--- src/rtl/mc_core_pkg.sv ---
// Shared definitions for the parametrised multicycle MIPS-subset core:
// FSM state encoding, opcode/funct constants, ALU control encodings and the
// funct decoder used by the EXECUTE state.
package mc_core_pkg;

  typedef enum logic [3:0] {
    ST_FETCH,
    ST_DECODE,
    ST_MEMADR,
    ST_MEMREAD,
    ST_MEMWB,
    ST_MEMWRITE,
    ST_EXECUTE,
    ST_ALUWB,
    ST_BRANCH,
    ST_ADDIEX,
    ST_ADDIWB,
    ST_JUMP,
    ST_HALT
  } state_t;

  localparam logic [5:0] OP_RTYPE = 6'h00;
  localparam logic [5:0] OP_LW    = 6'h23;
  localparam logic [5:0] OP_SW    = 6'h2B;
  localparam logic [5:0] OP_BEQ   = 6'h04;
  localparam logic [5:0] OP_BNE   = 6'h05;
  localparam logic [5:0] OP_ADDI  = 6'h08;
  localparam logic [5:0] OP_J     = 6'h02;

  localparam logic [5:0] FN_ADD = 6'h20;
  localparam logic [5:0] FN_SUB = 6'h22;
  localparam logic [5:0] FN_AND = 6'h24;
  localparam logic [5:0] FN_OR  = 6'h25;
  localparam logic [5:0] FN_SLT = 6'h2A;

  localparam logic [2:0] ALU_AND = 3'b000;
  localparam logic [2:0] ALU_OR  = 3'b001;
  localparam logic [2:0] ALU_ADD = 3'b010;
  localparam logic [2:0] ALU_SUB = 3'b110;
  localparam logic [2:0] ALU_SLT = 3'b111;

  // Returns {valid, alu_ctl}; valid=0 marks an unsupported funct.
  function automatic logic [3:0] funct_decode(input logic [5:0] funct);
    case (funct)
      FN_ADD:  return {1'b1, ALU_ADD};
      FN_SUB:  return {1'b1, ALU_SUB};
      FN_AND:  return {1'b1, ALU_AND};
      FN_OR:   return {1'b1, ALU_OR};
      FN_SLT:  return {1'b1, ALU_SLT};
      default: return {1'b0, ALU_ADD};
    endcase
  endfunction

endpackage

--- src/rtl/mc_core_param_regfile.sv ---
// Register file for mc_core_param: 2**REG_AW registers of XLEN bits,
// two asynchronous read ports, one synchronous write port, register 0
// hardwired to zero.
module mc_regfile #(
  parameter int unsigned XLEN   = 32,
  parameter int unsigned REG_AW = 5
) (
  input  logic              clk,
  input  logic              reset_n,
  input  logic [REG_AW-1:0] ra1,
  input  logic [REG_AW-1:0] ra2,
  output logic [XLEN-1:0]   rd1,
  output logic [XLEN-1:0]   rd2,
  input  logic              we,
  input  logic [REG_AW-1:0] wa,
  input  logic [XLEN-1:0]   wd
);

  localparam int unsigned NREG = 2 ** REG_AW;

  logic [XLEN-1:0] regs [NREG];

  // Write port; writes to register 0 are dropped.
  always_ff @(posedge clk or negedge reset_n) begin
    if (!reset_n) begin
      for (int unsigned i = 0; i < NREG; i++) begin
        regs[i] <= '0;
      end
    end else if (we && (wa != '0)) begin
      regs[wa] <= wd;
    end
  end

  // Read ports return the pre-write value; register 0 always reads zero.
  always_comb begin
    rd1 = (ra1 == '0) ? '0 : regs[ra1];
    rd2 = (ra2 == '0) ? '0 : regs[ra2];
  end

endmodule

--- src/rtl/mc_core_param.sv ---
// Parametrised multicycle MIPS-subset core (lw, sw, add/sub/and/or/slt, beq,
// addi, j) with a req/ready memory handshake and a terminal HALT state for
// illegal opcodes/functs.
// Optional feature macro: MC_CORE_BNE_EN -- when defined, opcode 6'h05 (bne)
// is executed as a branch on A != B; otherwise it halts the core.
module mc_core_param #(
  parameter int unsigned     XLEN     = 32,
  parameter int unsigned     REG_AW   = 5,
  parameter logic [XLEN-1:0] RESET_PC = '0
) (
  input  logic            clk,
  input  logic            reset_n,
  output logic            mem_req,
  output logic            mem_we,
  output logic [XLEN-1:0] mem_addr,
  output logic [XLEN-1:0] mem_wdata,
  input  logic [XLEN-1:0] mem_rdata,
  input  logic            mem_ready,
  output logic            halted,
  output logic [XLEN-1:0] pc_dbg
);

  import mc_core_pkg::*;

  localparam logic [XLEN-1:0] PC_STEP = XLEN'(4);

  state_t            state, state_next;
  logic              run;
  logic [XLEN-1:0]   pc, a, b, alu_out, mdr;
  logic [31:0]       ir;

  logic [5:0]        op, funct;
  logic [REG_AW-1:0] rs, rt, rd;
  logic [XLEN-1:0]   sext;

  logic              alu_valid;
  logic [2:0]        alu_ctl;
  logic [XLEN-1:0]   alu_res;
  logic              br_take;
  logic              mem_fire;

  logic              rf_we;
  logic [REG_AW-1:0] rf_wa;
  logic [XLEN-1:0]   rf_wd, rf_rd1, rf_rd2;

  assign op     = ir[31:26];
  assign funct  = ir[5:0];
  assign rs     = ir[21 +: REG_AW];
  assign rt     = ir[16 +: REG_AW];
  assign rd     = ir[11 +: REG_AW];
  assign sext   = {{(XLEN-16){ir[15]}}, ir[15:0]};
  assign pc_dbg = pc;

  mc_regfile #(
    .XLEN   (XLEN),
    .REG_AW (REG_AW)
  ) u_regfile (
    .clk     (clk),
    .reset_n (reset_n),
    .ra1     (rs),
    .ra2     (rt),
    .rd1     (rf_rd1),
    .rd2     (rf_rd2),
    .we      (rf_we),
    .wa      (rf_wa),
    .wd      (rf_wd)
  );

  // ALU for R-type operations, controlled by the funct field.
  always_comb begin
    {alu_valid, alu_ctl} = funct_decode(funct);
    alu_res = a + b;
    case (alu_ctl)
      ALU_AND: alu_res = a & b;
      ALU_OR:  alu_res = a | b;
      ALU_SUB: alu_res = a - b;
      ALU_SLT: alu_res = {{(XLEN-1){1'b0}}, ($signed(a) < $signed(b))};
      default: alu_res = a + b;
    endcase
  end

  // Branch condition: equality for beq, inequality for bne when enabled.
  always_comb begin
    br_take = (a == b);
`ifdef MC_CORE_BNE_EN
    if (op == OP_BNE) begin
      br_take = (a != b);
    end
`endif
  end

  // State register; run holds off the first fetch request until the first
  // edge after reset release, so mem_req stays low throughout reset.
  always_ff @(posedge clk or negedge reset_n) begin
    if (!reset_n) begin
      state <= ST_FETCH;
      run   <= 1'b0;
    end else begin
      state <= state_next;
      run   <= 1'b1;
    end
  end

  // Next-state logic, memory interface and register-file write control.
  always_comb begin
    state_next = state;
    mem_req    = 1'b0;
    mem_we     = 1'b0;
    mem_addr   = alu_out;
    mem_wdata  = b;
    halted     = 1'b0;
    rf_we      = 1'b0;
    rf_wa      = rt;
    rf_wd      = alu_out;

    case (state)
      ST_FETCH: begin
        mem_req  = run;
        mem_addr = pc;
      end
      ST_MEMREAD:  mem_req = 1'b1;
      ST_MEMWRITE: begin
        mem_req = 1'b1;
        mem_we  = 1'b1;
      end
      ST_MEMWB: begin
        rf_we = 1'b1;
        rf_wd = mdr;
      end
      ST_ALUWB: begin
        rf_we = 1'b1;
        rf_wa = rd;
      end
      ST_ADDIWB: rf_we  = 1'b1;
      ST_HALT:   halted = 1'b1;
      default: ;
    endcase

    mem_fire = mem_req && mem_ready;

    case (state)
      ST_FETCH:    if (mem_fire) state_next = ST_DECODE;
      ST_DECODE: begin
        case (op)
          OP_LW, OP_SW: state_next = ST_MEMADR;
          OP_RTYPE:     state_next = ST_EXECUTE;
          OP_BEQ:       state_next = ST_BRANCH;
`ifdef MC_CORE_BNE_EN
          OP_BNE:       state_next = ST_BRANCH;
`endif
          OP_ADDI:      state_next = ST_ADDIEX;
          OP_J:         state_next = ST_JUMP;
          default:      state_next = ST_HALT;
        endcase
      end
      ST_MEMADR:   state_next = (op == OP_LW) ? ST_MEMREAD : ST_MEMWRITE;
      ST_MEMREAD:  if (mem_fire) state_next = ST_MEMWB;
      ST_MEMWB:    state_next = ST_FETCH;
      ST_MEMWRITE: if (mem_fire) state_next = ST_FETCH;
      ST_EXECUTE:  state_next = alu_valid ? ST_ALUWB : ST_HALT;
      ST_ALUWB:    state_next = ST_FETCH;
      ST_BRANCH:   state_next = ST_FETCH;
      ST_ADDIEX:   state_next = ST_ADDIWB;
      ST_ADDIWB:   state_next = ST_FETCH;
      ST_JUMP:     state_next = ST_FETCH;
      ST_HALT:     state_next = ST_HALT;
      default:     state_next = ST_HALT;
    endcase
  end

  // Datapath registers: PC, IR, operand latches, ALU result and memory data.
  always_ff @(posedge clk or negedge reset_n) begin
    if (!reset_n) begin
      pc      <= RESET_PC;
      ir      <= '0;
      a       <= '0;
      b       <= '0;
      alu_out <= '0;
      mdr     <= '0;
    end else begin
      case (state)
        ST_FETCH: begin
          if (mem_fire) begin
            ir <= mem_rdata[31:0];
            pc <= pc + PC_STEP;
          end
        end
        ST_DECODE: begin
          a       <= rf_rd1;
          b       <= rf_rd2;
          alu_out <= pc + (sext << 2);
        end
        ST_MEMADR:  alu_out <= a + sext;
        ST_MEMREAD: if (mem_fire) mdr <= mem_rdata;
        ST_EXECUTE: alu_out <= alu_res;
        ST_BRANCH:  if (br_take) pc <= alu_out;
        ST_ADDIEX:  alu_out <= a + sext;
        ST_JUMP:    pc <= {pc[XLEN-1:28], ir[25:0], 2'b00};
        default: ;
      endcase
    end
  end

endmodule

--- config.mk ---
export PLATFORM = sky130hd
export DESIGN_NAME = mc_core_param
export DESIGN_NICKNAME = d
export VERILOG_FILES = /design/src/rtl/mc_core_pkg.sv /design/src/rtl/mc_core_param_regfile.sv /design/src/rtl/mc_core_param.sv
export SDC_FILE = /design/constraint.sdc
export NUM_CORES = 2
export LEC_CHECK = 0
export ABC_AREA = 1
export CAP_MARGIN = 10
export CORE_MARGIN = 2
export CORE_UTILIZATION = 35
export CTS_CLUSTER_SIZE = 20
export DETAILED_ROUTE_END_ITERATION = 7
export GPL_TIMING_DRIVEN = 1
export SLEW_MARGIN = 15
export SYNTH_ARGS = -nofsm -noshare
export SYNTH_HDL_FRONTEND = slang
export SYNTH_SLANG_ARGS = --single-unit
--- constraint.sdc ---
create_clock -name clk -period 3.4 [get_ports clk]
set_input_delay 0.68 -clock clk [delete_from_list [all_inputs] [get_ports clk]]
set_output_delay 0.68 -clock clk [all_outputs]
set_load 0.02 [all_outputs]
==> summary by stage <==
Run status
The run finished, with violations left. The checks that failed: design-rule violations.

Routing
The number of routed nets with antenna violations is 0. In the final routed layout, each cell accounts on average for 26.36 um. The initial DRC count is roughly 11000. Using the TritonRoute via totals, the vias-per-cell ratio works out to just under 6.

The detailed-route wire length is approximately 340 mm. For this run, design rule violations remaining after detail routing come to 7. The number of iterations in the first detailed-routing pass is 8. The via total after detailed routing is ~76000.

Final layout
The finished layout holds roughly 13000 standard cells, fillers aside. The filler cell count is around 21000. The net total in the final layout is ~10000.

The post-route core utilization is 0.4051. Compared with the post-synthesis result, the final layout area differs by 15.04%. In the final layout, the share of cells above drive strength 1 is 0.07714.

Synthesis
The synthesized net count is around 10000. Of the synthesized area, sequential elements account for 0.4190. Summing every instance area after synthesis gives about 0.073 mm2. The number of cells produced by synthesis is 10139. The leading area contributor after synthesis is sky130_fd_sc_hd__dfrtp_1. The count of flip-flops with a built-in enable after synthesis is 0. Among all flip-flop cells after synthesis, the most frequent one is sky130_fd_sc_hd__dfrtp_1.

The proportion of synthesized flip-flops having asynchronous set or reset is 1.000. The area fraction of the dominant cell type after synthesis is 0.4190. Dividing the synthesized area by the synthesized cell count gives around 7 um2.

The commonest cells after synthesis are sky130_fd_sc_hd__o21ai_0 (2341), sky130_fd_sc_hd__nand2_1 (1915), sky130_fd_sc_hd__dfrtp_1 (1221). After synthesis, the netlist uses 53 different library cells. The most instantiated library cell after synthesis is sky130_fd_sc_hd__o21ai_0. By area the synthesized netlist is led by sky130_fd_sc_hd__dfrtp_1 (42%), sky130_fd_sc_hd__o21ai_0 (16%), sky130_fd_sc_hd__nand2_1 (9.9%). The number of synthesized register bits is approximately 1200. The yosys synthesis warning count is 0.

Die
The die height is 460.4 um. In this run the count of I/O pins placed on the die edge is 134. For this configuration, the core starts out at a cell density of 0.3521.

The floorplan has 167 rows. The die covers 0.2120 mm2. Measured along the x axis, the die boundary spans between 400 and 500 um.

The floorplan step defined a core boundary enclosing just over 0.2 mm2.

Timing
Setup violations remaining at the end of the flow were counted as 0. Of the available clock period, the critical path in the final layout requires 0.9682. The routed design could run at a clock period as short as ~3.3 ns. The number of max-slew violations in the final report is 0. The aggregate negative setup slack is 0 ns. The final-report hold violation count is 0. The worst slew margin relative to its limit is 0.2286.

The slew of the pin with the lowest slew margin is around 1.2 ns. Between clock sinks in the finished design, the worst skew comes to 0.04310 ns. Setup repair after global routing left no endpoint under its margin. The peak clock frequency supported by timing is 0.3038 GHz.

Clocking
The number of sinks on the clock net is about 1200. Clock tree synthesis inserted a total of 144 buffers. The maximum clock insertion buffer count is 3.

The clock-pin transition on the worst setup and hold timing paths is 0.06 ns. The buffer type at the clock tree root is sky130_fd_sc_hd__clkbuf_16. The worst-skew pair later-pin latency is 0.83 ns.

The H-tree generated during clock tree synthesis spans 4 levels. TritonCTS built the clock tree.

Critical path
The largest delay contributor family on the critical path is simple AND/OR/NAND/NOR gates. The worst setup path is captured at a register. For the worst setup path, the data required time is 4.13 ns.

The maximum fanout along the worst path is 26. The worst reg2reg path endpoint is pc_dbg[27]$_DFFE_PN0P_. Tracing the worst setup path back leads to its startpoint at a[13]$_DFFE_PN0P_. The largest incremental delay on the critical path is 0.52 ns. Among the stages of the critical path, the cell type that occurs most often is sky130_fd_sc_hd__nand2_1. The worst setup path is of the register to register kind. The combined buffer and inverter count along the critical path is 4. The worst register-to-register path has a depth of 15. The launch point of the worst reg-to-reg path is a[13]$_DFFE_PN0P_. The slowest stage of the critical path belongs to the cell sky130_fd_sc_hd__dfrtp_1.

The setup check on the worst reg-to-reg path leaves a slack of 0.11 ns. The arrival time of the worst setup path is around 4.0 ns. The critical path goes through inv_1, ha_1, nor2_2, nand2_1, nor2_1, nand2_1, o31ai_2, buf_4, nand2_1, inv_1, o21ai_1, nand2_1, buf_12, o21ai_0, o21ai_0. STA classifies the critical path startpoint as a register.

Global route
The first global-routing pass estimated between 400 and 500 mm of wire. In the global route stage, met3 resource usage came out at 0.06986. The number of global-route vias before repair is 71591. For this run, global-route usage on met2 was measured as 0.4795. The initial antenna violation count is 26. Entering global routing, the biggest net connects roughly 130 pins. After global routing the overflow that remains totals 0. The global routing stage identified its most utilized layer as met2. The aggregate global-route resource usage is 0.3125. In the global route stage, met1 resource usage came out at 0.4104.

Pwr
The relative contribution of the clock network to total power is 0.516. Power spread over the standard cell area amounts to 369.3 mW/mm2. Summed over all nets, the switching power comes to approximately 7.1 mW.

The worst voltage drop across the vdd grid is around 0.5 mV. The share of total power dissipated in combinational logic is 0.015. The internal power consumption is 23.89 mW. Of the total power, registers draw 0.469. Of the total power, the share spent switching nets is 0.2289. The leakage component of the power is 37.12 nW.

Place
Detailed placement finished with a half-perimeter wire length of ~230 mm. The number of buffers added on ports is ~130. The last weighted congestion value of the routability-driven placer is between 0.9 and 1. The placed cell count is between 10000 and 15000.

Run
The max-cap check violation count is 0.

Hold path
The class of the tightest hold or removal check is input pin to asynchronous set/reset pin.
-- cell families after synthesis --
group | share of synthesized area
xor gates and xnor gates | 0.003844
other | 0.00005143
and+or+nand+nor | 0.2007
buffers and inverters | 0.07745
adders and majority gates | 0.02804
AOI/OAI and AO/OA | 0.2653
DFF | 0.4190
muxes | 0.005559
-- power groups by stage --
| stage | clock network, mW | logic (mW) | registers, mW |
|---|---|---|---|
| floorplan | 0 | 0.000569 | 14.8 |
| global placement | 0 | 0.460 | 14.8 |
| detailed placement | 0 | 0.465 | 14.8 |
| CTS | 16.2 | 0.467 | 14.5 |
| global route | 16.7 | 0.504 | 14.5 |
| finish | 16.0 | 0.450 | 14.5 |
-- flip-flops by register name, indices dropped and copies added (netlist names) --
register	flops
ir	32
u_regfile.regs	1024
run	1
pc_dbg	32
alu_out	32
a	32
state	4
mdr	32
mem_wdata	32
-- through the flow --
stage / power, mW / area [um2] / setup slack [ns] / hold WS, ns
floorplan: 14.80 / 72920 / 0.6439 / 0.3844
global placement: 15.26 / 79080 / 0.02890 / 0.3653
detailed placement: 15.26 / 79080 / 0.03593 / 0.3662
CTS: 31.18 / 83860 / 0.08258 / 0.3783
global route: 31.77 / 83870 / 0.009876 / 0.3872
finish: 30.98 / 83880 / 0.1082 / 0.3775
-- worst max-delay path by stage --
stage	end	slack, ns	cells past startpoint
global route	pc_dbg[27]$_DFFE_PN0P_	0.01	15
CTS	pc_dbg[27]$_DFFE_PN0P_	0.08	15
finish	pc_dbg[27]$_DFFE_PN0P_	0.11	15
floorplan	u_regfile.regs[152]$_DFFE_PN0P_	0.64	10
detailed placement	pc_dbg[27]$_DFFE_PN0P_	0.04	15
global placement	pc_dbg[27]$_DFFE_PN0P_	0.03	15
-- metal layers --
layer | wire length, um | part of all wire
met2 | 148000 | 0.44
met1 | 135000 | 0.40
met3 | 36370 | 0.11
met4 | 19490 | 0.057
met5 | 161 | 0.00047
-- placed cells by master (no fill, tap or decap), drive strengths merged, types with 11 or more instances in the layout --
cell | netlist | layout
nand4 | 41 | 41
inv | 646 | 653
a22oi | 11 | 11
clkinv | 8 | 27
nor2 | 1044 | 1044
dlygate4sd2 | 0 | 33
nor3 | 49 | 49
or2 | 15 | 15
a31oi | 11 | 11
o21bai | 16 | 16
mux2 | 36 | 36
o221ai | 89 | 89
xor2 | 26 | 26
o211ai | 213 | 213
clkbuf | 768 | 219
nand3 | 508 | 508
o21ai | 2367 | 2367
nand2 | 1923 | 1923
ha | 157 | 157
o22ai | 264 | 264
nor4 | 14 | 14
a21oi | 557 | 557
dfrtp | 1221 | 1221
o21a | 12 | 12
buf | 73 | 387
clkdlybuf4s50 | 0 | 99
-- final cells by class --
| cell class | instances | area, um2 | area share |
|---|---|---|---|
| diodes | 5 | 12.51 | 0.0001492 |
| clock buffers | 219 | 4378 | 0.05219 |
| clock inverters | 35 | 430.4 | 0.005131 |
| inverters | 654 | 2486 | 0.02964 |
| multi-input cells | 7423 | 37100 | 0.4423 |
| flip-flops and latches | 1221 | 30590 | 0.3646 |
| well taps | 2788 | 3488 | 0.04159 |
| repair buffers | 520 | 5396 | 0.06433 |
-- worst reg2reg max path, stage by stage, from the launching register on --
cell and delay (ns):
sky130_fd_sc_hd__dfrtp_1 0.52, sky130_fd_sc_hd__inv_1 0.13, sky130_fd_sc_hd__ha_1 0.43, sky130_fd_sc_hd__nor2_2 0.27
sky130_fd_sc_hd__nand2_1 0.16, sky130_fd_sc_hd__nor2_1 0.21, sky130_fd_sc_hd__nand2_1 0.17, sky130_fd_sc_hd__o31ai_2 0.29
sky130_fd_sc_hd__buf_4 0.15, sky130_fd_sc_hd__nand2_1 0.08, sky130_fd_sc_hd__inv_1 0.08, sky130_fd_sc_hd__o21ai_1 0.08
sky130_fd_sc_hd__nand2_1 0.13, sky130_fd_sc_hd__buf_12 0.20, sky130_fd_sc_hd__o21ai_0 0.20, sky130_fd_sc_hd__o21ai_0 0.12
-- what timing repair did --
item,in CTS,in global routing
hold endpoints to repair,37,0
buffers inserted,0,0
hold buffers,1,0
setup endpoints to repair,34,19
gates resized for setup,34,2
(Power assumes the default switching activity.)
